<file path="src/rtl/gcd_subtractor.sv">
// Free-running subtraction GCD engine: one compare/subtract per clock,
// recomputes automatically whenever the operands differ from the last capture.
module gcd_subtractor #(
    parameter int WIDTH = 4
) (
    input  logic             clk,
    input  logic             reset,
    input  logic [WIDTH-1:0] x,
    input  logic [WIDTH-1:0] y,
    output logic [WIDTH-1:0] result,
    output logic             done,
    output logic             busy
);

    typedef enum logic [1:0] {
        LOAD = 2'd0,
        CALC = 2'd1,
        DONE = 2'd2
    } state_t;

    state_t           state, state_n;
    logic [WIDTH-1:0] a, a_n;
    logic [WIDTH-1:0] b, b_n;
    logic [WIDTH-1:0] xr, xr_n;
    logic [WIDTH-1:0] yr, yr_n;
    logic [WIDTH-1:0] result_n;
    logic             done_n;
    logic             busy_n;

    always_ff @(posedge clk or negedge reset) begin
        if (!reset) begin
            state  <= LOAD;
            a      <= '0;
            b      <= '0;
            xr     <= '0;
            yr     <= '0;
            result <= '0;
            done   <= 1'b0;
            busy   <= 1'b0;
        end else begin
            state  <= state_n;
            a      <= a_n;
            b      <= b_n;
            xr     <= xr_n;
            yr     <= yr_n;
            result <= result_n;
            done   <= done_n;
            busy   <= busy_n;
        end
    end

    always_comb begin
        state_n  = state;
        a_n      = a;
        b_n      = b;
        xr_n     = xr;
        yr_n     = yr;
        result_n = result;
        done_n   = 1'b0;
        busy_n   = busy;
        unique case (state)
            LOAD: begin
                a_n     = x;
                b_n     = y;
                xr_n    = x;
                yr_n    = y;
                busy_n  = 1'b1;
                state_n = CALC;
            end
            CALC: begin
                // Zero and equal operands finish here without subtracting.
                if (a == '0) begin
                    result_n = b;
                    done_n   = 1'b1;
                    busy_n   = 1'b0;
                    state_n  = DONE;
                end else if (b == '0 || a == b) begin
                    result_n = a;
                    done_n   = 1'b1;
                    busy_n   = 1'b0;
                    state_n  = DONE;
                end else if (a > b) begin
                    a_n = a - b;
                end else begin
                    b_n = b - a;
                end
            end
            DONE: begin
                if (x != xr || y != yr) begin
                    state_n = LOAD;
                    busy_n  = 1'b1;
                end
            end
            default: begin
                state_n = LOAD;
            end
        endcase
    end

endmodule

</file>
<file path="config.mk">
export PLATFORM = sky130hd
export DESIGN_NAME = gcd_subtractor
export DESIGN_NICKNAME = d
export VERILOG_FILES = /design/src/rtl/gcd_subtractor.sv
export SDC_FILE = /design/constraint.sdc
export NUM_CORES = 1
export LEC_CHECK = 0
export ABC_AREA = 1
export CORE_ASPECT_RATIO = 1.2
export CORE_MARGIN = 2
export CORE_UTILIZATION = 60
export CTS_BUF_LIST = sky130_fd_sc_hd__clkbuf_16
export DETAILED_ROUTE_END_ITERATION = 12
export PLACE_DENSITY = 0.84
export RECOVER_POWER = 100
export SETUP_SLACK_MARGIN = 0.4
export SLEW_MARGIN = 20
export SYNTH_ARGS = -nofsm -noshare
export SYNTH_HDL_FRONTEND = slang
export SYNTH_SLANG_ARGS = --single-unit
</file>
<file path="constraint.sdc">
create_clock -name clk -period 2.98 [get_ports clk]
set_clock_uncertainty 0.2 [all_clocks]
set_input_delay 0.298 -clock clk [delete_from_list [all_inputs] [get_ports clk]]
set_output_delay 0.298 -clock clk [all_outputs]
set_load 0.01 [all_outputs]
</file>
==> metrics.md <==
| Metric | Value |
|---|---|
| Fin crit share | 0.7575 |
| Setup Buffers After CTS | 0 |
| Gr usage total | 0.2774 |
| Slew Limit Fails | 0 |
| Fmax | 443.0 MHz |
| CP cell instances | inv_1 > ha_1 > nand2_1 > inv_1 > nand2_1 > nand3_1 > nand2_1 > nand2_1 > inv_1 > nand2_1 > nand2_1 |
| Clock Pin Slew Worst Setup and Hold Paths | 60 ps |
| CTS Hold Bufs | 0 |
| Leak pwr | 0.9878 nW |
| Final Hold Viols | 0 |
| Yosys reg bits | 24 |
| DRC viols | 0 |
| Clock Latency Late Sink | about 260 ps |
| RSZ-0062 raised after global routing | no |
| Detailed Routing Iterations Pass 1 | 4 |
| Main flop type after synthesis | dfrtp_1 |
| Synth top area share | 0.3902 |
| Met2 wire len | 1869 µm |
| Pwr per Cell Area | 1371 nW/µm² |
| Top-count cell post-synth | nand2_1 |
| DPL Wire Length | 2761 µm |
| I/O Buffers | 15 |
| CORE AREA | 2477 µm² |
| Synth warn | 0 |
| Number of buffers created by CTS | 3 |
| Cell count after synthesis | 212 |
| H-tree depth | 1 |
| Routed WL | 3662 µm |
| Initial Util | 0.6212 |
| Antenna diode count | 0 |
| Max FO, Critical Path | 8 |
| Max_slew headroom | 0.1157 |
| CTS Sinks | 24 |
| Clk root buf | clkbuf_16 |
| Register area share after synthesis | 0.3902 |
| Fillers | 191 |
| Total power | approximately 2.5 mW |
| Die Width | 50.23 µm |
| Status | complete, no violations |
| Syn_nets | around 230 |
| DIE HEIGHT | 59.48 µm |
| CP Data Required Time | 2930 ps |
| Crit path DAT | 2210 ps |
| Layout cells sized above 1 | 0.05628 |
| CP peak stage delay | 450 ps |
| GP Congestion | 1.034 |
| Fraction of registers with async set or reset after synthesis | 1.000 |
| Final ANT Viol Nets | 0 |
| Routed vias/inst | 5.356 |
| First-pass GRT wire length | 6141 µm |
| Area leader, netlist | dfrtp_1 |
| Top cells by area, synth | dfrtp_1 (39%), nand2_1 (20%), inv_1 (6.3%), ha_1 (5.7%), o21ai_0 (5.2%) |
| Slowest CP cell | ha_1 |
| Worst setup EP type | flip-flop |
| Met3 wire length | between 200 and 250 µm |
| Vias | 1414 |
| Die area | around 3000 µm² |
| Post-CTS sizing | 0 |
| Worst r2r path cells | 11 |
| Top cells by count, synth | nand2_1 (81), inv_1 (26), dfrtp_1 (24), nor2_1 (19), o21ai_0 (16) |
| Routed wire per std cell | 13.87 µm |
| Top-level I/O count | 16 |
| Startpoint types | flip-flop |
| Initial antenna violation count | 0 |
| Mean area per synthesized cell | 7.259 µm² |
| CTS max path bufs | 2 |
| Grt ovf | 0 |
| Cell variety after synth | 20 |
| CP Class | reg -> reg |
| Area of the mapped netlist | 1539 µm² |
| Highest metal used | met4 |
| 1st-iter DRT viols | 71 |
| Maxcap violations | 0 |
| CTS tree | done |
| Peak supply drop | 0.0008185 V |
| Setup total negative slack | 0 ps |
| P&R area growth vs syn | 16.34% |
| Number of enable flip-flop cells after synthesis | 0 |
| FP Rows | 20 |
| HP Class | reg -> reg |
| Final-stage net count | 251 |
| Setup-failing EPs final | 0 |
| Tightest Pin Transition | between 1000 and 1500 ps |
| Pin count of the biggest net entering global routing | 25 |
| Vias in the first global route | 1463 |
| Period minus WS final | 2257 ps |
| Hold Crit Depth | 2 |
| Wl on met1 | 1424 µm |
| Most used cell, CP | nand2_1 |
| Final core occ | 0.7227 |
state kept, by name, summed over array words and instances, names as in the netlist:
| register | flops |
|---|---|
| a | 4 |
| done | 1 |
| result | 4 |
| b | 4 |
| busy | 1 |
| state | 2 |
| xr | 4 |
| yr | 4 |
area by class of cell:
type	instances	area, µm²	area share
tap	33	41.29	0.02306
clock buffer	3	75.07	0.04193
inverter	29	111.4	0.06219
multi-input combinational	157	774.5	0.4326
timing repair buffer	17	157.7	0.08805
clock inverter	1	30.03	0.01677
sequential	24	600.6	0.3354
report_power, final:
group	total (mW)	internal [mW]	switching [mW]	leakage, nW
clock network	0.385	0.267	0.118	0.0511
registers	0.629	0.495	0.134	0.297
logic	1.44	0.502	0.938	0.640
stage by stage:
stage | hold WS [ps] | area, µm² | setup slack (ps) | std cells
after floorplan | -197.6 | 1539 | 1147 | 212
after global placement | 267.8 | 1730 | 968.4 | 260
after detailed placement | 278.9 | 1730 | 969.6 | 260
after CTS | 219.9 | 1836 | 940.0 | 264
after global routing | 320.1 | 1790 | 515.4 | 264
final | 282.3 | 1790 | 722.6 | 264
worst paths after layout:
path	startpoint	endpoint	slack [ps]
min in group asynchronous	reset	a[1]$_DFFE_PN0P_	650
worst min register to register	result[1]$_DFFE_PN0P_	result[1]$_DFFE_PN0P_	280
worst min-delay path	result[1]$_DFFE_PN0P_	result[1]$_DFFE_PN0P_	280
max in group asynchronous	reset	b[1]$_DFFE_PN0P_	1140
worst max-delay path	a[2]$_DFFE_PN0P_	a[3]$_DFFE_PN0P_	720
worst max register to register	a[2]$_DFFE_PN0P_	a[3]$_DFFE_PN0P_	720
placed cells by master (no fill, tap or decap):
master | Yosys | layout
nand3_1 | 9 | 11
clkbuf_1 | 1 | 2
nand3_2 | 3 | 1
bufinv_16 | 0 | 1
a21oi_1 | 4 | 4
fa_1 | 2 | 2
nand2_4 | 4 | 1
inv_2 | 2 | 1
ha_1 | 7 | 7
clkdlybuf4s50_1 | 0 | 8
or2_2 | 1 | 1
xor2_1 | 4 | 4
dlygate4sd3_1 | 0 | 7
nor2_4 | 1 | 1
clkbuf_16 | 0 | 3
dfrtp_1 | 24 | 24
inv_4 | 1 | 1
o21ai_0 | 16 | 17
inv_1 | 26 | 27
nand2_2 | 5 | 3
nor2_1 | 19 | 19
nand2_1 | 81 | 86
worst max-delay path: cells and delay by family (launching register included):
kind,cells,cell delay (ps)
and+or+nand+nor,7,870
buffers and inverters,3,240
DFF,1,390
adders and majority gates,1,450
cells by family (layout without fill, tap and decap cells):
group	count (synthesis)	count (layout)	synth area share
simple gates	123	123	0.3537
flops	24	24	0.3902
fa+ha+maj	9	9	0.08293
compound gates	21	21	0.06829
xor+xnor	4	4	0.02276
buf+inv	31	50	0.08211
per-layer routing:
metal / up-vias / global-route usage
met2: 63 / 0.4812
li1: 684 / -
met1: 651 / 0.3105
met5: - / 0
met3: 16 / 0.05556
met4: 0 / 0.1746
No activity file was read; power rests on OpenSTA's default activity.
